[src/rtl/fifo_wr_arb_if.sv]
// Requester/FIFO-side bundle for the write-port arbiter. The master modport
// belongs to whoever drives the request streams and the FIFO full flag; the
// slave modport belongs to the arbiter.
interface fifo_wr_arb_if #(
  parameter int DSIZE = 8,
  parameter int NREQ  = 4
);
  localparam int IDW = $clog2(NREQ);

  logic [NREQ-1:0]       req_valid;
  logic [NREQ*DSIZE-1:0] req_data;
  logic [NREQ-1:0]       req_last;
  logic [NREQ-1:0]       req_ready;
  logic                  wfull;
  logic                  winc;
  logic [DSIZE-1:0]      wdata;
  logic [IDW-1:0]        gnt_id;
  logic                  busy;

  modport master (
    output req_valid, req_data, req_last, wfull,
    input  req_ready, winc, wdata, gnt_id, busy
  );

  modport slave (
    input  req_valid, req_data, req_last, wfull,
    output req_ready, winc, wdata, gnt_id, busy
  );
endinterface

[src/rtl/fifo_wr_arb.sv]
// Round-robin arbiter sharing one async-FIFO write port among NREQ
// valid/ready/last requesters, entirely in the wclk domain. At most one FIFO
// write per cycle, never while wfull is high.
// Optional feature: define FIFO_ARB_PKT_LOCK_EN to hold the grant for a whole
// packet (re-arbitrate only on a transferred last beat). Without it every
// transferred beat is a re-arbitration point and req_last is ignored.
module fifo_wr_arb #(
  parameter int DSIZE = 8,
  parameter int NREQ  = 4
) (
  input logic          wclk,
  input logic          wrst,
  fifo_wr_arb_if.slave bus
);
  localparam int IDW = $clog2(NREQ);

  typedef enum logic {IDLE, GRANT} state_t;

  state_t         state, state_nxt;
  logic [IDW-1:0] gnt_id, gnt_nxt;
  logic [IDW-1:0] rr_ptr, rr_nxt;

  logic           busy, winc;
  logic [NREQ-1:0]  req_ready;
  logic [DSIZE-1:0] wdata;

  logic [IDW:0]    idle_pick, rearb_pick;
  logic [NREQ-1:0] holder_mask;
  logic            rearb;

  // Round-robin pick: first valid index after ptr, wrapping modulo NREQ.
  // Result is {found, index}.
  function automatic logic [IDW:0] pick(input logic [NREQ-1:0] v,
                                        input logic [IDW-1:0]  ptr);
    logic           found;
    logic [IDW-1:0] idx;
    logic [IDW-1:0] cidx;
    found = 1'b0;
    idx   = '0;
    for (int k = 1; k <= NREQ; k++) begin
      cidx = IDW'((int'(ptr) + k) % NREQ);
      if (!found && v[cidx]) begin
        found = 1'b1;
        idx   = cidx;
      end
    end
    return {found, idx};
  endfunction

  assign holder_mask = NREQ'(1) << gnt_id;
  assign idle_pick   = pick(bus.req_valid, rr_ptr);
  // The holder's current beat is excluded, and the search starts after the
  // holder, so the holder ends up with the lowest priority.
  assign rearb_pick  = pick(bus.req_valid & ~holder_mask, gnt_id);

`ifdef FIFO_ARB_PKT_LOCK_EN
  assign rearb = winc & bus.req_last[gnt_id];
`else
  // req_last plays no part when beats may interleave.
  logic unused_last;
  assign unused_last = ^bus.req_last;
  assign rearb       = winc;
`endif

  // State, grant and round-robin pointer registers.
  always_ff @(posedge wclk) begin
    // NOTE: sequential state uses non-blocking assignments so every register
    // samples pre-edge values regardless of statement order.
    if (wrst) begin
      state  <= IDLE;
      gnt_id <= '0;
      rr_ptr <= IDW'(NREQ - 1);
    end else begin
      state  <= state_nxt;
      gnt_id <= gnt_nxt;
      rr_ptr <= rr_nxt;
    end
  end

  // Next-state and grant selection.
  always_comb begin
    // NOTE: every signal gets a default first so no path leaves it unassigned,
    // which would infer a latch.
    state_nxt = state;
    gnt_nxt   = gnt_id;
    rr_nxt    = rr_ptr;
    case (state)
      IDLE: begin
        if (idle_pick[IDW]) begin
          state_nxt = GRANT;
          gnt_nxt   = idle_pick[IDW-1:0];
        end
      end
      GRANT: begin
        if (rearb) begin
          rr_nxt = gnt_id;
          if (rearb_pick[IDW]) gnt_nxt   = rearb_pick[IDW-1:0];
          else                 state_nxt = IDLE;
        end
      end
      default: state_nxt = IDLE;
    endcase
  end

  // Datapath outputs, all gated by the GRANT state and by wfull.
  always_comb begin
    busy      = (state == GRANT);
    req_ready = '0;
    winc      = 1'b0;
    wdata     = '0;
    if (state == GRANT) begin
      req_ready[gnt_id] = ~bus.wfull;
      winc              = bus.req_valid[gnt_id] & ~bus.wfull;
      wdata             = bus.req_data[gnt_id*DSIZE +: DSIZE];
    end
  end

  assign bus.busy      = busy;
  assign bus.winc      = winc;
  assign bus.wdata     = wdata;
  assign bus.req_ready = req_ready;
  assign bus.gnt_id    = gnt_id;
endmodule

[src/flat_wrapper.sv]
// flat-port wrapper written by rule: the top's interface ports become plain ports
module fifo_wr_arb_flat 
#(
  parameter int DSIZE = 8,
  parameter int NREQ  = 4
)
  (wclk, wrst, bus_req_valid, bus_req_data, bus_req_last, bus_wfull, bus_req_ready, bus_winc, bus_wdata, bus_gnt_id, bus_busy);
  fifo_wr_arb_if #(.DSIZE(DSIZE), .NREQ(NREQ)) bus_i ();
  input logic wclk;
  input logic wrst;
  input wire logic [$bits(bus_i.req_valid)-1:0] bus_req_valid;
  input wire logic [$bits(bus_i.req_data)-1:0] bus_req_data;
  input wire logic [$bits(bus_i.req_last)-1:0] bus_req_last;
  input wire logic [$bits(bus_i.wfull)-1:0] bus_wfull;
  output wire logic [$bits(bus_i.req_ready)-1:0] bus_req_ready;
  output wire logic [$bits(bus_i.winc)-1:0] bus_winc;
  output wire logic [$bits(bus_i.wdata)-1:0] bus_wdata;
  output wire logic [$bits(bus_i.gnt_id)-1:0] bus_gnt_id;
  output wire logic [$bits(bus_i.busy)-1:0] bus_busy;
  assign bus_i.req_valid = bus_req_valid;
  assign bus_i.req_data = bus_req_data;
  assign bus_i.req_last = bus_req_last;
  assign bus_i.wfull = bus_wfull;
  assign bus_req_ready = bus_i.req_ready;
  assign bus_winc = bus_i.winc;
  assign bus_wdata = bus_i.wdata;
  assign bus_gnt_id = bus_i.gnt_id;
  assign bus_busy = bus_i.busy;
  fifo_wr_arb #(.DSIZE(DSIZE), .NREQ(NREQ)) u_core (.wclk(wclk), .wrst(wrst), .bus(bus_i));
endmodule
[config.mk]
export PLATFORM = sky130hd
export DESIGN_NAME = fifo_wr_arb_flat
export DESIGN_NICKNAME = d
export VERILOG_FILES = /design/src/rtl/fifo_wr_arb_if.sv /design/src/rtl/fifo_wr_arb.sv /design/src/flat_wrapper.sv
export SDC_FILE = /design/constraint.sdc
export NUM_CORES = 1
export LEC_CHECK = 0
export CAP_MARGIN = 25
export CORE_MARGIN = 4
export CORE_UTILIZATION = 47
export DETAILED_ROUTE_END_ITERATION = 8
export DONT_BUFFER_PORTS = 1
export PLACE_DENSITY = 0.61
export SLEW_MARGIN = 20
export SYNTH_ARGS = -nofsm -noshare
export SYNTH_HDL_FRONTEND = slang
export SYNTH_SLANG_ARGS = --single-unit
export TNS_END_PERCENT = 30
[constraint.sdc]
create_clock -name wclk -period 4.34 [get_ports wclk]
set_input_delay 1.302 -clock wclk [delete_from_list [all_inputs] [get_ports wclk]]
set_output_delay 1.302 -clock wclk [all_outputs]
set_load 0.05 [all_outputs]
==> flow_metrics.tcl <==
set metrics [dict create \
    antenna_found_initial 0 \
    p_leak_nw 0.389 \
    ctsHtreeMaxLevel 1 \
    synthArstFlopShare_pct 0 \
    grt_max_degree 17 \
    setup-violations-final 0 \
    clockBufferDepth 2 \
    grt_pass1_wl_um 4020 \
    ys.flop_type "dfxtp_1" \
    synth_edf_count 0 \
    slew_headroom_pct 47.9 \
    root_buffer "clkbuf_4" \
    postPlaceCellArea_um2 1040 \
    final.period_utilization_pct 83.1 \
    power_mw 0.359 \
    route.detailed.vias_per_inst 6.61 \
    synth_fp_nets 169 \
    cts_tree "done" \
    groute.usage.overall_pct 19.0 \
    worstMarginPinSlew_ns 0.761 \
    fin_util_pct 52.5 \
    crit_fanout 12 \
    drt_iter0_markers 22 \
    rsz0062_at_grt "no" \
    nets 166 \
    ir_drop_mv 0.216 \
    diodes 0 \
    hp-class "flip-flop to flip-flop" \
    drc_errors 0 \
    grt_pass1_vias 890 \
    num-fill-cells 201 \
    hold_buffers 0 \
    fin_worst_skew_ns 0.00441 \
    post_synth_num_cell_types 44 \
    dieArea_um2 3040 \
    cts_sinks 5 \
    status "finished, final reports clean" \
    drt-total-wl_um 2790 \
    totalNegativeSetupSlack_ns 0 \
    syn_avg_cell_area_um2 8.56 \
    clk_latency_ns 0.24 \
    drtPass1Iterations 5 \
    cts_resized 0 \
    initial_core_util_pct 51.2 \
    instances_no_fill 145 \
    synth_area_um2 1040 \
    rows 16 \
    dp.cells 141 \
    drv_slew 0 \
    post_cts_buffers 0 \
    fp.dieW_um 55.1 \
    power_density_nw_per_um2 335 \
    hold_viol 0 \
    worstSetupPathType "primary input to primary output" \
    syn2layout_area_growth_pct 2.52 \
    period_needed_ns 3.61 \
    gp_congestion 0.801 \
    reg2reg_slack_ns 1.38 \
    ys_seq_elements 5 \
    critPathRequiredTime_ns 3.04 \
    antenna_left 0 \
    grt-ovfl-total 0 \
    coreArea_um2 2040 \
    ys_warn_count 0 \
    vias 958 \
    cts_buffers 3 \
    end_kind "primary output" \
    netlist_instances 122 \
    startpoint_type "primary input" \
    drive_gt1_share_pct 19.5 \
    fmax_mhz 277 \
    ys_seq_area_share_pct 9.58 \
    avgRoutedWirePerCell_um 19.2 \
    arrival_ns 2.31 \
    chipHeight_um 55.1 \
    path_clk_slew_ns 0.04 \
    port_buffers 0 \
    place_hpwl_um 2210 \
    cap_violations 0 \
    num_io_pins 59 \
    finalInstanceArea_um2 1070 \
]
## Yosys cell counts (all sizes together) (3+ instances only)
| library cell | number | share of area (%) |
|---|---|---|
| o21ai | 4 | 1.9 |
| a31oi | 3 | 1.8 |
| inv | 5 | 1.8 |
| nand2 | 5 | 1.8 |
| mux4 | 11 | 24 |
| and2 | 12 | 7.2 |
| a211oi | 3 | 2.6 |
| nand3 | 3 | 1.4 |
| dfxtp | 5 | 9.6 |
| buf | 5 | 3.2 |
| nand2b | 7 | 4.2 |
| clkbuf | 6 | 2.2 |
| ha | 4 | 4.8 |
| nor2b | 7 | 4.9 |
| nor2 | 6 | 2.2 |
| a21oi | 5 | 2.4 |
| o211ai | 4 | 2.9 |
## flip-flops by register name, indices dropped and copies added, names as in the netlist
signal and cells:
u_core.rr_ptr 2, u_core.bus.gnt_id 2, u_core.bus.busy 1
## final cells by class
class | instances | area, um^2 | area share (%)
multi-input combinational | 100 | 866 | 80.8
timing repair buffer | 3 | 22.5 | 2.10
tap | 27 | 33.8 | 3.15
clock buffer | 4 | 26.3 | 2.45
inverter | 6 | 22.5 | 2.10
sequential | 5 | 100 | 9.35
## metal layers
layer  share of wire, %  track usage, %  up-vias
met5                  0               0        -
met4               0.18            1.21        0
met3                 12            6.97        2
met2                 48            32.7       52
met1                 40            23.6      448
li1                   -               -      456
## where the power goes
| group | switching, mW | total, mW | internal (mW) |
|---|---|---|---|
| Combinational | 0.137 | 0.230 | 0.0930 |
| Sequential | 0.0230 | 0.0749 | 0.0519 |
| Clock | 0.0192 | 0.0540 | 0.0348 |
| Total | 0.179 | 0.359 | 0.180 |
## cells by family after synthesis
group | after synthesis | share of synthesized area, %
and+or+nand+nor | 51 | 29.6
AOI/OAI and AO/OA | 33 | 23.5
buffers and inverters | 17 | 7.54
muxes | 12 | 25.0
DFF | 5 | 9.58
adders and majority gates | 4 | 4.79
## critical path, cell delays in order
cell and delay (ns):
mux4_1 0.47, nand2b_1 0.13, or2_2 0.18, inv_1 0.22
## path summary, 6_finish.rpt
kind | start | endpoint | cells past startpoint
setup / recovery | bus_req_valid[2] | bus_winc | 4
hold / removal | u_core.rr_ptr[1]$_SDFFE_PP1P_ | u_core.rr_ptr[1]$_SDFFE_PP1P_ | 2
setup reg to reg | u_core.bus.gnt_id[0]$_SDFFE_PP0P_ | u_core.bus.gnt_id[0]$_SDFFE_PP0P_ | 7
hold reg to reg | u_core.rr_ptr[1]$_SDFFE_PP1P_ | u_core.rr_ptr[1]$_SDFFE_PP1P_ | 2
## through the flow
step / setup slack, ns / hold WS (ns)
6_report: 0.733 / 0.620
5_1_grt: 0.664 / 0.650
4_1_cts: 0.738 / 0.622
3_5_place_dp: 0.740 / 0.613
3_3_place_gp: 0.742 / 0.605
2_1_floorplan: 0.642 / 0.616
## layout by cell type (no fill, tap or decap), types with 2 or more instances in the layout
| master | instances |
|---|---|
| clkbuf_4 | 3 |
| or3_1 | 2 |
| nor3b_1 | 2 |
| nor2b_1 | 6 |
| buf_4 | 3 |
| nand2_1 | 5 |
| a21oi_1 | 5 |
| inv_1 | 5 |
| a211oi_1 | 2 |
| or3b_2 | 2 |
| nand2b_1 | 7 |
| nor2_1 | 6 |
| mux4_2 | 10 |
| nand3_1 | 3 |
| and2b_1 | 2 |
| o21a_1 | 2 |
| dfxtp_1 | 5 |
| and2_1 | 12 |
| a31oi_1 | 3 |
| ha_1 | 4 |
| o211ai_1 | 4 |
| o21ai_0 | 4 |
No activity file was read; power rests on OpenSTA's default activity.
